[config.mk]
export PLATFORM = sky130hd
export DESIGN_NAME = regfile_wb_scheduler_flat
export DESIGN_NICKNAME = d
export VERILOG_FILES = /design/src/rtl/regfile_wb_scheduler_if.sv /design/src/rtl/regfile_wb_scheduler.sv /design/src/flat_wrapper.sv
export SDC_FILE = /design/constraint.sdc
export NUM_CORES = 1
export LEC_CHECK = 0
export CORE_ASPECT_RATIO = 1.4
export CORE_MARGIN = 4
export CORE_UTILIZATION = 31
export CTS_BUF_LIST = sky130_fd_sc_hd__clkbuf_8 sky130_fd_sc_hd__clkbuf_16
export DETAILED_ROUTE_END_ITERATION = 7
export PLACE_DENSITY = 0.62
export SETUP_SLACK_MARGIN = 0.1
export SYNTH_ARGS = -nofsm -noshare
export SYNTH_HDL_FRONTEND = slang
export SYNTH_SLANG_ARGS = --single-unit
export TNS_END_PERCENT = 5
[constraint.sdc]
create_clock -name clk -period 3.4 [get_ports clk]
set_input_delay 0.51 -clock clk [delete_from_list [all_inputs] [get_ports clk]]
set_output_delay 0.51 -clock clk [all_outputs]
set_load 0.05 [all_outputs]
[src/rtl/regfile_wb_scheduler_if.sv]
// Writeback-scheduler bus: issue port, two writeback requesters,
// register-file write port and scoreboard status.
interface regfile_wb_scheduler_if #(
  parameter int unsigned DATA_WIDTH = 32,
  parameter int unsigned ADDR_WIDTH = 5,
  parameter int unsigned CNT_WIDTH  = 16
);
  localparam int unsigned NREG = 2 ** ADDR_WIDTH;

  logic                  issue_valid;
  logic [ADDR_WIDTH-1:0] issue_rd;
  logic [ADDR_WIDTH-1:0] issue_rs1;
  logic [ADDR_WIDTH-1:0] issue_rs2;
  logic                  issue_stall;

  logic                  a_valid;
  logic [ADDR_WIDTH-1:0] a_addr;
  logic [DATA_WIDTH-1:0] a_data;
  logic                  a_ready;

  logic                  b_valid;
  logic [ADDR_WIDTH-1:0] b_addr;
  logic [DATA_WIDTH-1:0] b_data;
  logic                  b_ready;

  logic                  rf_regWrite;
  logic [ADDR_WIDTH-1:0] rf_writeRegister;
  logic [DATA_WIDTH-1:0] rf_writeData;

  logic [NREG-1:0]       busy;
  logic                  wb_orphan;
  logic [CNT_WIDTH-1:0]  conflict_count;

  modport master (
    output issue_valid, issue_rd, issue_rs1, issue_rs2,
    output a_valid, a_addr, a_data,
    output b_valid, b_addr, b_data,
    input  issue_stall, a_ready, b_ready,
    input  rf_regWrite, rf_writeRegister, rf_writeData,
    input  busy, wb_orphan, conflict_count
  );

  modport slave (
    input  issue_valid, issue_rd, issue_rs1, issue_rs2,
    input  a_valid, a_addr, a_data,
    input  b_valid, b_addr, b_data,
    output issue_stall, a_ready, b_ready,
    output rf_regWrite, rf_writeRegister, rf_writeData,
    output busy, wb_orphan, conflict_count
  );
endinterface

[src/rtl/regfile_wb_scheduler.sv]
// Round-robin arbiter for the single register-file write port between the
// ALU (A) and load unit (B), with a busy scoreboard that stalls RAW/WAW issue.
module regfile_wb_scheduler #(
  parameter int unsigned DATA_WIDTH = 32,
  parameter int unsigned ADDR_WIDTH = 5,
  parameter int unsigned CNT_WIDTH  = 16
) (
  input logic                  clk,
  input logic                  reset,
  regfile_wb_scheduler_if.slave bus
);
  localparam int unsigned NREG = 2 ** ADDR_WIDTH;

  typedef enum logic {
    GRANT_A = 1'b0,
    GRANT_B = 1'b1
  } grant_e;

  grant_e                r_last, w_last_nxt;
  logic [NREG-1:0]       r_busy, w_busy_nxt;
  logic                  r_orphan, w_orphan_nxt;
  logic [CNT_WIDTH-1:0]  r_cnt, w_cnt_nxt;

  logic                  w_req_a, w_req_b, w_grant, w_we, w_issue_ok;
  logic                  w_haz_rs1, w_haz_rs2, w_haz_rd, w_stall;
  logic [ADDR_WIDTH-1:0] w_addr;
  logic [DATA_WIDTH-1:0] w_data;

  // Arbitration and write-port mux; reset suppresses any grant.
  always_comb begin
    w_req_a = bus.a_valid && (!bus.b_valid || (r_last == GRANT_B));
    w_req_b = bus.b_valid && (!bus.a_valid || (r_last == GRANT_A));
    w_grant = (w_req_a || w_req_b) && !reset;
    w_addr  = w_req_b ? bus.b_addr : bus.a_addr;
    w_data  = w_req_b ? bus.b_data : bus.a_data;
    w_we    = w_grant && (w_addr != '0);
  end

  // Hazard detection against the scoreboard (no bypass from this cycle's write).
  always_comb begin
    w_haz_rs1  = (bus.issue_rs1 != '0) && r_busy[bus.issue_rs1];
    w_haz_rs2  = (bus.issue_rs2 != '0) && r_busy[bus.issue_rs2];
    w_haz_rd   = (bus.issue_rd  != '0) && r_busy[bus.issue_rd];
    w_stall    = bus.issue_valid && (w_haz_rs1 || w_haz_rs2 || w_haz_rd);
    w_issue_ok = bus.issue_valid && !w_stall && (bus.issue_rd != '0);
  end

  // Next-state: grant history, scoreboard (set beats clear), orphan, counter.
  always_comb begin
    w_last_nxt   = r_last;
    w_busy_nxt   = r_busy;
    w_orphan_nxt = 1'b0;
    w_cnt_nxt    = r_cnt;

    if (w_req_a)      w_last_nxt = GRANT_A;
    else if (w_req_b) w_last_nxt = GRANT_B;

    if (w_we) begin
      w_busy_nxt[w_addr] = 1'b0;
      w_orphan_nxt       = !r_busy[w_addr];
    end
    if (w_issue_ok) w_busy_nxt[bus.issue_rd] = 1'b1;
    w_busy_nxt[0] = 1'b0;

    if (bus.a_valid && bus.b_valid && (r_cnt != '1))
      w_cnt_nxt = r_cnt + CNT_WIDTH'(1);
  end

  always_ff @(posedge clk) begin
    if (reset) begin
      r_last   <= GRANT_B;
      r_busy   <= '0;
      r_orphan <= 1'b0;
      r_cnt    <= '0;
    end else begin
      r_last   <= w_last_nxt;
      r_busy   <= w_busy_nxt;
      r_orphan <= w_orphan_nxt;
      r_cnt    <= w_cnt_nxt;
    end
  end

  assign bus.a_ready          = w_req_a && !reset;
  assign bus.b_ready          = w_req_b && !reset;
  assign bus.rf_regWrite      = w_we;
  assign bus.rf_writeRegister = w_addr;
  assign bus.rf_writeData     = w_data;
  assign bus.issue_stall      = w_stall;
  assign bus.busy             = r_busy;
  assign bus.wb_orphan        = r_orphan;
  assign bus.conflict_count   = r_cnt;
endmodule

[src/flat_wrapper.sv]
// flat-port wrapper written by rule: the top's interface ports become plain ports
module regfile_wb_scheduler_flat 
#(
  parameter int unsigned DATA_WIDTH = 32,
  parameter int unsigned ADDR_WIDTH = 5,
  parameter int unsigned CNT_WIDTH  = 16
)
  (clk, reset, bus_issue_valid, bus_issue_rd, bus_issue_rs1, bus_issue_rs2, bus_a_valid, bus_a_addr, bus_a_data, bus_b_valid, bus_b_addr, bus_b_data, bus_issue_stall, bus_a_ready, bus_b_ready, bus_rf_regWrite, bus_rf_writeRegister, bus_rf_writeData, bus_busy, bus_wb_orphan, bus_conflict_count);
  regfile_wb_scheduler_if #(.DATA_WIDTH(DATA_WIDTH), .ADDR_WIDTH(ADDR_WIDTH), .CNT_WIDTH(CNT_WIDTH)) bus_i ();
  input logic clk;
  input logic reset;
  input wire logic [$bits(bus_i.issue_valid)-1:0] bus_issue_valid;
  input wire logic [$bits(bus_i.issue_rd)-1:0] bus_issue_rd;
  input wire logic [$bits(bus_i.issue_rs1)-1:0] bus_issue_rs1;
  input wire logic [$bits(bus_i.issue_rs2)-1:0] bus_issue_rs2;
  input wire logic [$bits(bus_i.a_valid)-1:0] bus_a_valid;
  input wire logic [$bits(bus_i.a_addr)-1:0] bus_a_addr;
  input wire logic [$bits(bus_i.a_data)-1:0] bus_a_data;
  input wire logic [$bits(bus_i.b_valid)-1:0] bus_b_valid;
  input wire logic [$bits(bus_i.b_addr)-1:0] bus_b_addr;
  input wire logic [$bits(bus_i.b_data)-1:0] bus_b_data;
  output wire logic [$bits(bus_i.issue_stall)-1:0] bus_issue_stall;
  output wire logic [$bits(bus_i.a_ready)-1:0] bus_a_ready;
  output wire logic [$bits(bus_i.b_ready)-1:0] bus_b_ready;
  output wire logic [$bits(bus_i.rf_regWrite)-1:0] bus_rf_regWrite;
  output wire logic [$bits(bus_i.rf_writeRegister)-1:0] bus_rf_writeRegister;
  output wire logic [$bits(bus_i.rf_writeData)-1:0] bus_rf_writeData;
  output wire logic [$bits(bus_i.busy)-1:0] bus_busy;
  output wire logic [$bits(bus_i.wb_orphan)-1:0] bus_wb_orphan;
  output wire logic [$bits(bus_i.conflict_count)-1:0] bus_conflict_count;
  assign bus_i.issue_valid = bus_issue_valid;
  assign bus_i.issue_rd = bus_issue_rd;
  assign bus_i.issue_rs1 = bus_issue_rs1;
  assign bus_i.issue_rs2 = bus_issue_rs2;
  assign bus_i.a_valid = bus_a_valid;
  assign bus_i.a_addr = bus_a_addr;
  assign bus_i.a_data = bus_a_data;
  assign bus_i.b_valid = bus_b_valid;
  assign bus_i.b_addr = bus_b_addr;
  assign bus_i.b_data = bus_b_data;
  assign bus_issue_stall = bus_i.issue_stall;
  assign bus_a_ready = bus_i.a_ready;
  assign bus_b_ready = bus_i.b_ready;
  assign bus_rf_regWrite = bus_i.rf_regWrite;
  assign bus_rf_writeRegister = bus_i.rf_writeRegister;
  assign bus_rf_writeData = bus_i.rf_writeData;
  assign bus_busy = bus_i.busy;
  assign bus_wb_orphan = bus_i.wb_orphan;
  assign bus_conflict_count = bus_i.conflict_count;
  regfile_wb_scheduler #(.DATA_WIDTH(DATA_WIDTH), .ADDR_WIDTH(ADDR_WIDTH), .CNT_WIDTH(CNT_WIDTH)) u_core (.clk(clk), .reset(reset), .bus(bus_i));
endmodule
Word-level counts from Yosys, hierarchy flattened
Cells that the tools add are included.
- bits of input ports: 94
- logic and storage cells: 68
- flip-flop bits (word level): 50
- output and inout port bits: 90
- magnitude comparators: 6
- eq/ne operators: 1
- add/sub/neg operators: 1
- reduce and logical (&&, ||, !) cells: 32
- bitwise logic cells: 5
- multiplexer cells: 18
- operators with widths (cell ; number):
    $mux W32 ; 3
    $and A32 B32 Y32 ; 1
    $not A32 Y32 ; 1
    $or A32 B32 Y32 ; 1
    $lt A5 B6 Y1 const B ; 4
    $bmux W1 S5 ; 4
    $reduce_bool A5 Y1 ; 4
    $add A16 B1 Y16 const B ; 1
    $logic_and A1 B1 Y1 ; 16
    $ne A16 B16 Y1 const B ; 1
    $demux W1 S5 ; 2
    $ge A5 B1 Y1 const B ; 2
    $mux W1 ; 8
    $logic_not A1 Y1 ; 5
    $logic_or A1 B1 Y1 ; 5
    $mux W5 ; 1
    $not A1 Y1 ; 2
    $reduce_bool A2 Y1 ; 1
    $reduce_or A2 Y1 ; 1

Depth between registers and ports, before layout
- depth in word-level cells: 13
- depth in mapped cells: 9
- mapped depth without buffers: 7

Worst setup path before layout
Ideal clock, no wire load.
- kind: input-to-output
- start: in bus_a_valid
- end: out bus_rf_regWrite
- path slack: -0.191 ns
- stages: 6
- data required time: 2.890 ns
- path buffers: 1
- arrival: 3.081 ns
- cells stage by stage: buf_2 a21boi_2 mux2i_1 inv_1 nor3_1 a311oi_1
- cells in the longest elaborated chain, start to end: 6
- elaborated cells on any way between the ends: 9
- classes of those cells: mux (1); reduce/logical (8)
- ends and longest elaborated chain (item ; line ; source):
    start, declared ; flat_wrapper.sv:16 ; input wire logic [$bits(bus_i.a_valid)-1:0] bus_a_valid;
    $logic_not A1 Y1 ; regfile_wb_scheduler.sv:32 ; w_req_b = bus.b_valid && (!bus.a_valid || (r_last == GRANT_A));
    $logic_or A1 B1 Y1 ; regfile_wb_scheduler.sv:32 ;
    $logic_and A1 B1 Y1 ; regfile_wb_scheduler.sv:32 ;
    $mux W5 ; regfile_wb_scheduler.sv:34 ; w_addr = w_req_b ? bus.b_addr : bus.a_addr;
    net bus_rf_writeRegister[4] ; flat_wrapper.sv:26 ; output wire logic [$bits(bus_i.rf_writeRegister)-1:0] bus_rf_writeRegister;
    $reduce_bool A5 Y1 ; regfile_wb_scheduler.sv:36 ; w_we = w_grant && (w_addr != '0);
    $logic_and A1 B1 Y1 ; regfile_wb_scheduler.sv:36 ;
    end, declared ; flat_wrapper.sv:25 ; output wire logic [$bits(bus_i.rf_regWrite)-1:0] bus_rf_regWrite;
The timed path passes the listed nets, and every way through them passes these cells.

Worst setup path after layout
- start: in bus_issue_rd[0]
- end: out bus_issue_stall
- cells in the longest elaborated chain, start to end: 5
- elaborated cells on any way between the ends: 6
- classes of those cells: mux (2); reduce/logical (4)
- ends and longest elaborated chain (item ; line ; source):
    start, declared ; flat_wrapper.sv:13 ; input wire logic [$bits(bus_i.issue_rd)-1:0] bus_issue_rd;
    $bmux W1 S5 ; regfile_wb_scheduler.sv:43 ; w_haz_rd = (bus.issue_rd != '0) && r_busy[bus.issue_rd];
    $mux W1 (not written as such) ; regfile_wb_scheduler.sv:43 ;
    $logic_and A1 B1 Y1 * ; regfile_wb_scheduler.sv:43 ;
    $logic_or A1 B1 Y1 * ; regfile_wb_scheduler.sv:44 ; w_stall = bus.issue_valid && (w_haz_rs1 || w_haz_rs2 || w_haz_rd);
    $logic_and A1 B1 Y1 * ; regfile_wb_scheduler.sv:44 ;
    end, declared ; flat_wrapper.sv:22 ; output wire logic [$bits(bus_i.issue_stall)-1:0] bus_issue_stall;
Every way passes the cells marked *; elsewhere a longest branch is shown, timed or not. The select of a mux whose other input is x is not followed.

==> summary.md <==
| Metric | Value |
|---|---|
| CP endpoint kind | `output pin` |
| IO Pins | `184` |
| HP Start | `u_core.bus.conflict_count[7]$_SDFFE_PP0P_` |
| Crit path DAT | `2730 ps` |
| MaxCap Viol Count | `0` |
| Slew HR | `53.29%` |
| Post-DP HPWL | `14,670 um` |
| Most used routing layer | `met2` |
| TritonCTS clock tree | `done` |
| Core footprint | `0.01249 sq mm` |
| Seq pwr share | `29.9%` |
| Vias per inst | `5.965` |
| Post-synthesis register bit count | `49` |
| Critical Path Start | `bus_issue_rd[0]` |
| Pleak | `2.619 nW` |
| Setup violations, final | `0` |
| Sw Share | `35.10%` |
| Post-synthesis sequential area ratio | `24.58%` |
| Clock share of power | `29.6%` |
| Rows | `48` |
| TritonCTS Buffers | `5` |
| Ant. Diodes | `0` |
| Net Switching | `0.6978 mW` |
| Final Core Density | `53.54%` |
| P&R area growth vs syn | `67.55%` |
| Reg2reg setup slack | `720 ps` |
| Fin. max-slew vios | `0` |
| Share of post-route cells with drive strength above 1 | `19.25%` |
| Worst-Skew Late Latency | `300 ps` |
| DRC errors left | `0` |
| Met2 Use GR | `42.21%` |
| Worst-Margin Slew | `695.9 ps` |
| Final setup skew | `12.44 ps` |
| Worst Path Max Fanout | `5` |
| Min Tclk post-route | `3236 ps` |
| Post-Route WL | `19,170 um` |
| Unrepaired setup endpoints after global routing | `yes` |
| PortBufs | `182` |
| Achievable Freq | `309.0 MHz` |
| Routing usage on met3 | `7.808%` |
| Die height | `142.3 um` |
| Ys flop type | `dfxtp_1` |
| Internal power | `1.290 mW` |
| Multi-input logic area | `0.002833 sq mm` |
| Critical path type | `input port to output pin` |
| Status | `complete, no violations` |
| Root buf cell | `clkbuf_16` |
| Final WS setup | `163.8 ps` |
| Total number of yosys warnings | `0` |
| Post-synth EDFFs | `0` |
| Die Area | `0.01478 sq mm` |
| Hold-fix buffers at CTS | `0` |
| Pre-antenna DRT Iters | `5` |
| Clock Tree Buf Depth | `2` |
| Gr usage total | `25.07%` |
| Antenna violations before repair | `0` |
| Final-stage net count | `790` |
| Startpoint types | `input port` |
| Cell variety after synth | `56` |
| Power, Total | `1.988 mW` |
| Post-Syn Nets | `595` |
| GP Congestion | `0.9918` |
| Design area | `0.006688 sq mm` |
| Pwr dens | `297.3 mW/mm^2` |
| Vias in the first global route | `5,081` |
| Die W | `103.9 um` |
| Starting Density | `31.95%` |
| Req. time, crit path | `2890 ps` |
| Hold Vio Cnt, Final | `0` |
| Setup TNS | `0 ps` |
| Wire length per cell | `22.66 um` |
| Hold Path Class | `flip-flop to flip-flop` |
| GRT overflow | `0` |
| Routed via count | `5,046` |
| Met1 usage | `27.53%` |
| Period utilization | `95.18%` |
| Fillers | `1,173` |
| CTS sink count | `49` |
| Cell Area, Synth | `0.003991 sq mm` |
| H-Tree Depth | `2` |
| Reg clk slew, reported paths | `70 ps` |
| DP Worst Slack | `-158.7 ps` |
| Post-DP Area | `0.006435 sq mm` |
| Storage cell area | `980.9 sq um` |
| Iter 0 DRT Violations | `408` |
| Mapped Cells | `500` |
| Max VDD drop | `349.4 uV` |
| Syn_area_per_cell | `7.983 sq um` |
| First-pass GRT wire length | `29,180 um` |
| FF-to-FF Start | `u_core.bus.busy[12]$_SDFF_PP0_` |
| Post-route ant nets | `0` |
| Logic pwr share | `40.5%` |
| Async SR Flop Fraction | `0%` |
| Largest net degree at the start of global routing | `34` |
==> cell families after synthesis <==
logic type      Yosys count  synth area share [%]
other cells               1               0.09395
simple gates            233                 25.05
compound gates          104                 20.53
flops                    49                 24.58
buf+inv                  49                 5.235
xor+xnor                 14                 3.072
fa+ha+maj                 1                0.3134
mux                      49                 21.13
==> power by group through the flow <==
stage                     Sequential, mW  Clock [mW]  Combinational, mW
after global routing               0.595       0.614              0.845
after global placement             0.607           0              0.782
after detailed placement           0.607           0              0.788
after CTS                          0.594       0.594              0.800
final                              0.594       0.588              0.806
after floorplan                    0.625           0              0.369
==> synthesized netlist by cell type, types with 2 or more instances <==
master / instances / area (sq um)
o211ai_1: 12 / 90.09
o2111ai_1: 2 / 17.52
nor3b_1: 2 / 15.01
inv_2: 2 / 7.510
inv_1: 8 / 30.03
nor2_1: 30 / 112.6
a31oi_1: 3 / 18.77
and2_1: 2 / 12.51
dfxtp_1: 49 / 980.9
mux2i_1: 19 / 190.2
nand2b_1: 6 / 37.54
and3_1: 5 / 31.28
clkbuf_1: 25 / 93.84
o311ai_0: 23 / 201.4
xnor2_1: 3 / 26.28
mux2_2: 2 / 22.52
a21oi_1: 10 / 50.05
buf_6: 2 / 22.52
nand2_1: 150 / 563.0
xor2_1: 11 / 96.34
buf_2: 5 / 25.02
a311oi_1: 4 / 35.03
o22ai_1: 2 / 12.51
mux4_2: 28 / 630.6
a211o_1: 2 / 17.52
nand3_1: 11 / 55.05
and4_1: 3 / 26.28
buf_1: 5 / 18.77
o41ai_1: 12 / 105.1
nor3_1: 7 / 35.03
or2_2: 4 / 25.02
a22oi_1: 3 / 22.52
or4_1: 2 / 15.01
nand4_1: 6 / 37.54
o31ai_1: 19 / 142.6
==> path summary, 6_finish.rpt <==
| kind | endpoint | depth (start not counted) |
|---|---|---|
| worst min-delay path | u_core.bus.conflict_count[7]$_SDFFE_PP0P_ | 2 |
| worst max-delay path | bus_issue_stall | 7 |
| worst min register to register | u_core.bus.conflict_count[7]$_SDFFE_PP0P_ | 2 |
| worst max register to register | u_core.bus.busy[30]$_SDFF_PP0_ | 7 |
==> state kept, by name, summed over array words and instances (netlist names) <==
register,cells
u_core.bus.conflict_count,16
u_core.bus.wb_orphan,1
u_core.r_last,1
u_core.bus.busy,31
==> layout by cell type, fill, tap and decap left out, drive strengths merged, types with 19 or more instances in the layout <==
master and count:
o31ai 19, mux4 28, clkdlybuf4s50 137, nand2 150, buf 85, mux2i 19
nor2 30, dfxtp 49, o311ai 24
==> through the flow <==
| step | std cells | hold WS (ps) |
|---|---|---|
| after floorplan | 500 | 510.5 |
| after global placement | 831 | 498.5 |
| after detailed placement | 831 | 517.6 |
| after CTS | 843 | 526.9 |
| after global routing | 846 | 568.0 |
| final | 846 | 519.4 |
==> critical path, stage by stage <==
cell	delay, ps
dlygate4sd2_1	380
mux4_2	560
mux2i_1	180
o311ai_1	120
or4_4	560
o21a_4	260
buf_8	150
==> per-layer routing <==
metal  routed length (um)  up-vias
li1                     -     2256
met1                 6823     2352
met2                 8907      350
met3                 1991       88
met4                 1447        0
met5                    0        -
==> final cells by class <==
cell class | instances | share of cell area (%)
inverters | 11 | 0.6174
repair buffers | 226 | 36.97
multi-input cells | 402 | 42.36
clock buffers | 5 | 1.871
well taps | 150 | 2.806
clock inverters | 3 | 0.7109
flip-flops and latches | 49 | 14.67
==> timing repair <==
action / CTS / global route
setup endpoints to repair: 1 / 2
resized for setup: 9 / 1
pin swaps: 4 / 0
buffers inserted: 4 / 3
Power figures use the tool's default switching activity.
